===== src/rtl/imem_boot_ctrl.sv =====
// Boot loader: streams a length-prefixed image into instruction memory, then releases the core.
// Optional trailing checksum byte enabled by defining IMEM_BOOT_CKSUM_EN.
module imem_boot_ctrl #(
  parameter int MEM_BYTES = 2048,
  parameter int ADDR_W    = 11
) (
  input  logic              i_clk,
  input  logic              i_rst_n,
  input  logic              i_start,
  input  logic [ADDR_W:0]   i_len,
  input  logic              i_byte_valid,
  input  logic [7:0]        i_byte_data,
  output logic              o_byte_ready,
  output logic              o_mem_we,
  output logic [ADDR_W-1:0] o_mem_addr,
  output logic [7:0]        o_mem_wdata,
  output logic              o_core_hold,
  output logic              o_done,
  output logic              o_err
);

  localparam logic [2:0] ST_IDLE  = 3'd0;
  localparam logic [2:0] ST_LOAD  = 3'd1;
`ifdef IMEM_BOOT_CKSUM_EN
  localparam logic [2:0] ST_CKSUM = 3'd2;
`endif
  localparam logic [2:0] ST_DONE  = 3'd3;
  localparam logic [2:0] ST_ERR   = 3'd4;

  localparam logic [ADDR_W:0] MAX_LEN = (ADDR_W + 1)'(MEM_BYTES);
  localparam logic [ADDR_W:0] ONE     = (ADDR_W + 1)'(1);

  logic [2:0]      state_reg;
  logic [2:0]      state_next;
  logic [ADDR_W:0] len_reg;
  logic [ADDR_W:0] count_reg;
  logic            busy;
  logic            hs;
  logic            start_ok;
  logic            len_bad;
  logic            last_byte;

`ifdef IMEM_BOOT_CKSUM_EN
  logic [7:0]      sum_reg;
  assign busy = (state_reg == ST_LOAD) || (state_reg == ST_CKSUM);
`else
  assign busy = (state_reg == ST_LOAD);
`endif

  // Ready comes straight from the state register so valid never loops back combinationally.
  assign o_byte_ready = busy;
  assign hs           = i_byte_valid & busy;
  assign start_ok     = i_start & ~busy;
  assign len_bad      = (i_len == '0) || (i_len > MAX_LEN);
  assign last_byte    = (count_reg == (len_reg - ONE));

  always_comb begin
    state_next = state_reg;
    case (state_reg)
      ST_LOAD: begin
        if (hs && last_byte) begin
`ifdef IMEM_BOOT_CKSUM_EN
          state_next = ST_CKSUM;
`else
          state_next = ST_DONE;
`endif
        end
      end
`ifdef IMEM_BOOT_CKSUM_EN
      ST_CKSUM: begin
        if (hs) state_next = (i_byte_data == sum_reg) ? ST_DONE : ST_ERR;
      end
`endif
      default: begin
        if (i_start) state_next = len_bad ? ST_ERR : ST_LOAD;
      end
    endcase
  end

  always_ff @(posedge i_clk or negedge i_rst_n) begin
    if (!i_rst_n) begin
      state_reg   <= ST_IDLE;
      len_reg     <= '0;
      count_reg   <= '0;
      o_mem_we    <= 1'b0;
      o_mem_addr  <= '0;
      o_mem_wdata <= '0;
      o_core_hold <= 1'b1;
      o_done      <= 1'b0;
      o_err       <= 1'b0;
    end else begin
      state_reg   <= state_next;
      // Status flags track the next state so they line up with the state change.
      o_core_hold <= (state_next != ST_DONE);
      o_done      <= (state_next == ST_DONE);
      o_err       <= (state_next == ST_ERR);
      o_mem_we    <= 1'b0;
      if (start_ok) begin
        len_reg   <= i_len;
        count_reg <= '0;
      end
      if (hs && (state_reg == ST_LOAD)) begin
        o_mem_we    <= 1'b1;
        o_mem_addr  <= count_reg[ADDR_W-1:0];
        o_mem_wdata <= i_byte_data;
        count_reg   <= count_reg + ONE;
      end
    end
  end

`ifdef IMEM_BOOT_CKSUM_EN
  always_ff @(posedge i_clk or negedge i_rst_n) begin
    if (!i_rst_n) begin
      sum_reg <= '0;
    end else if (start_ok) begin
      sum_reg <= '0;
    end else if (hs && (state_reg == ST_LOAD)) begin
      sum_reg <= sum_reg + i_byte_data;
    end
  end
`endif

endmodule


===== config.mk =====
export PLATFORM = sky130hd
export DESIGN_NAME = imem_boot_ctrl
export DESIGN_NICKNAME = d
export VERILOG_FILES = /design/src/rtl/imem_boot_ctrl.sv
export SDC_FILE = /design/constraint.sdc
export NUM_CORES = 1
export LEC_CHECK = 0
export CORE_MARGIN = 2
export CORE_UTILIZATION = 55
export DETAILED_ROUTE_END_ITERATION = 12
export GPL_ROUTABILITY_DRIVEN = 0
export PLACE_DENSITY = 0.94
export REMOVE_ABC_BUFFERS = 1
export SETUP_SLACK_MARGIN = 0.5
export SYNTH_ARGS = -nofsm -noshare
export SYNTH_HDL_FRONTEND = slang
export SYNTH_SLANG_ARGS = --single-unit

===== constraint.sdc =====
create_clock -name i_clk -period 5.55 [get_ports i_clk]
set_input_delay 0.8325 -clock i_clk [delete_from_list [all_inputs] [get_ports i_clk]]
set_output_delay 0.8325 -clock i_clk [all_outputs]
set_load 0.05 [all_outputs]

# Word-level counts from Yosys, hierarchy flattened
# Index checks and enable logic that the tools add are counted.
# totals
register_bits,50
in_bits,24
out_inout_bits,24
elab_cells,32
# classes
add_sub_neg,2
magnitude_cmp,1
eq_ne,5
n_mux,7
bitwise_logic,3
n_reduce_logical,5
# op_table
op,count
$mux W12,2
$add A12 B1 Y12 const B,1
$eq A12 B12 Y1,1
$gt A12 B12 Y1 const B,1
$logic_not A12 Y1,1
$mux W3,4
$sub A12 B1 Y12 const B,1
$eq A3 B1 Y1 const B,1
$eq A3 B2 Y1 const B,1
$eq A3 B3 Y1 const B,1
$ne A3 B2 Y1 const B,1
$and A1 B1 Y1,2
$logic_and A1 B1 Y1,2
$reduce_bool A2 Y1,1
$logic_or A1 B1 Y1,1
$mux W1,1
$not A1 Y1,1

# Depth between registers and ports, before layout
# logic_depth
word_depth,6
ltp_mapped,10
ltp_nobuf,10

# Least setup slack after synthesis
# Ideal clock, no wire load.
# synth_path
kind,register -> register
from,register state_reg[2]
to,register o_core_hold
arrival_time_ps,2069
required_ps,5473
slack_ps,3403
stages_incl_launch_ff,10
path_buffers,1
synth_period_minus_slack_ps,2147
cell_sequence,dfrtp_1 > nand3b_1 > inv_1 > nand2_1 > inv_1 > buf_2 > nand4_1 > nor4_1 > o2111ai_1 > and2_1
# synth_via
elab_chain_len,6
elab_cells_between_ends,7
classes_between,eq/ne (2); mux (3); bitwise (1); reduce/logical (1)
# synth_lines
element,line,source
from (decl),33,logic [2:0] state_reg;
from (signal assigned),92,state_reg <= state_next;
$eq A3 B1 Y1 *,47,assign busy = (state_reg == ST_LOAD);
via o_byte_ready,13,"output logic o_byte_ready,"
$and A1 B1 Y1,52,assign hs = i_byte_valid & busy;
$logic_and A1 B1 Y1,61,if (hs && last_byte) begin
$mux W3,61,
$mux W3 *,59,case (state_reg)
$ne A3 B2 Y1 *,94,o_core_hold <= (state_next != ST_DONE);
to (signal assigned),94,
to (decl),17,"output logic o_core_hold,"
# The timed path passes the listed nets; every way through them passes the cells marked *.
# A chain may end at the register's enable or synchronous reset.

# Worst setup path after layout
# layout_path
from,input port i_byte_valid
to,register count_reg[9]
# layout_via
elab_chain_len,3
elab_cells_between_ends,4
classes_between,mux (1); bitwise (1); reduce/logical (2)
# layout_lines
element,line,source
from (decl),11,"input logic i_byte_valid,"
$and A1 B1 Y1 *,52,
$logic_and A1 B1 Y1 *,102,if (hs && (state_reg == ST_LOAD)) begin
$mux W12 / $reduce_bool A2 Y1 (equally long branches),n/a,
to (signal assigned),106,count_reg <= count_reg + ONE;
to (decl),36,logic [ADDR_W:0] count_reg;
# Every way passes the cells marked *; elsewhere a longest branch is shown, timed or not.

==> reports/qor.yml <==
status: "completed"
nNetsFinal: 319
clockBufferDepth: 2
synthFlopType: "dfrtp_1"
grt_first_pass_wirelength_um: 8231
fin_ws_ns: 2.616
pin_count: 48
crit_required_ns: 5.73
clk_latency_ns: 0.30
grt_pass1_vias: 1880
power_mw: 1.208
synth_cell_type_count: 40
synth.yosys.warnings: 0
min_path_type: "reg2reg"
numCtsBuffers: 5
place_inst: 338
drt_iter0_drc: 149
rows: 24
hold_violations: 0
leakagePower_nw: 1.359
post_cts_resized: 0
htreeDepth: 2
routed_via_density: 5.512
grt_usage_pct: 21.12
ir_worst_vdd_mv: 0.2161
drv_cap: 0
skew_ns: 0.003788
wl_per_cell_um: 13.93
rsz0062_at_grt: "no"
mostFrequentLayoutCells: "73 x nand2_1, 49 x dfrtp_1, 46 x clkdlybuf4s50_1"
cts_num_sinks: 50
fin_setup_tns_ns: 0
drive_gt1_share_pct: 8.844
cts_tree: "yes"
ys_ff_latch: 50
dieArea_um2: 4903
final_common_cell: "nand2_1"
vias: 1907
dr.pass1.iters: 4
cts_hold_buf: 0
design_area_um2: 3007
slew_headroom_pct: 28.65
grt-ovfl-total: 0
yosys.area.top_type: "dfrtp_1"
hold-worst-slack_ns: 0.4777
placed_area_um2: 2897
async_reset_ff_share_pct: 100.0
critPathLaunchType: "input port"
synth_edf_count: 0
synth_area_per_cell_um2: 9.667
die_w_um: 70.02
core_area_um2: 4264
finalNonFillerCells: 346
criticalPathCategory: "in2reg"
powerDensity_nw_per_um2: 401.9
place_hpwl_um: 3399
period_minus_slack_ns: 2.934
synth_area_um2: 2397
clkSlewWorstSetupHoldPaths_ns: 0.09
period_share_pct: 52.87
setup_viol: 0
syn-instance-count: 248
netlist.area_leader.share_pct: 51.15
final_max_slew_viol_count: 0
end_kind: "flop"
wl_um: 4819
die_h_um: 70.02
cts-root-buf: "clkbuf_8"
n_antenna_cell: 0
port_buffers: 47
dp_slack_ns: 2.303
postLayoutCoreUtil_pct: 70.51
ant_nets: 0
cp_max_fo: 29
synth-seq-area-share_pct: 52.24
grt_start_max_net_pins: 51
route.detailed.drc: 0
post_cts_buffers: 0
max_freq_ghz: 0.3408
area_growth_pct: 25.42
antenna_found_initial: 0
synth_area_leaders: "dfrtp_1 51%, nand2_1 11%, mux2_2 5.6%, o21ai_0 3.5%, xnor2_1 3.3%"
start_util_pct: 56.22
worstPathArrival_ns: 3.11
worst_pin_slew_ns: 1.070
## worst max-delay path, stage by stage
cell and delay, ns:
clkdlybuf4s50_1 0.45, nand2_1 0.05, buf_4 0.21, inv_1 0.62, nand4_1 0.21, nor2_1 0.22, and3_1 0.24, nand3_1 0.11
mux2i_1 0.14
## final cells by class
class,count,area (µm²)
Clock buffer,6,72.57
Clock inverter,2,37.54
Fill cell,344,1257
Inverter,6,22.52
Multi-Input combinational cell,182,1084
Sequential cell,50,1252
Tap cell,52,65.06
Timing Repair Buffer,48,473.0
## worst paths after layout
| kind | end | start | cells past startpoint | slack [ns] |
|---|---|---|---|---|
| min in group asynchronous | o_mem_wdata[4] | i_rst_n | 1 | 0.72 |
| worst min register to register | o_mem_addr[2] | o_mem_addr[2] | 2 | 0.48 |
| worst min-delay path | o_mem_addr[2] | o_mem_addr[2] | 2 | 0.48 |
| max in group asynchronous | len_reg[11] | i_rst_n | 1 | 4.19 |
| worst max-delay path | count_reg[9] | i_byte_valid | 9 | 2.62 |
| worst max register to register | count_reg[9] | state_reg[2] | 10 | 2.83 |
## logic make-up after synthesis
family | synth area share [%]
AOI/OAI and AO/OA | 8.195
adders and majority gates | 1.044
muxes | 7.307
DFF | 52.24
buffers and inverters | 2.557
and+or+nand+nor | 22.81
xor gates and xnor gates | 5.846
## where the power goes
| group | total [mW] | switching (mW) | internal [mW] |
|---|---|---|---|
| Clock | 0.255 | 0.120 | 0.135 |
| Sequential | 0.542 | 0.101 | 0.441 |
| Combinational | 0.411 | 0.221 | 0.190 |
## per-layer routing
layer	global-route usage, %	up-vias	wire [µm]
met3	4.618	7	246
met2	37.88	50	2448
met5	0	-	0
li1	-	944	-
met4	6.624	0	61
met1	25.27	906	2062
## synth_stat cells, drive strengths merged (2+ instances only)
cell type  count
xnor2          9
dfrtp         49
xor2           7
inv            6
nor4           5
a221oi         2
o21ai         17
clkbuf         7
nand3b         2
mux2          12
buf            3
nor3           2
ha             2
a21oi          2
nand3          7
mux2i          4
nor2          10
and3           3
nand2         73
a31oi          3
nor4b          2
nand4          4
or4            2
Note: power is estimated with default switching activity, not from simulation.
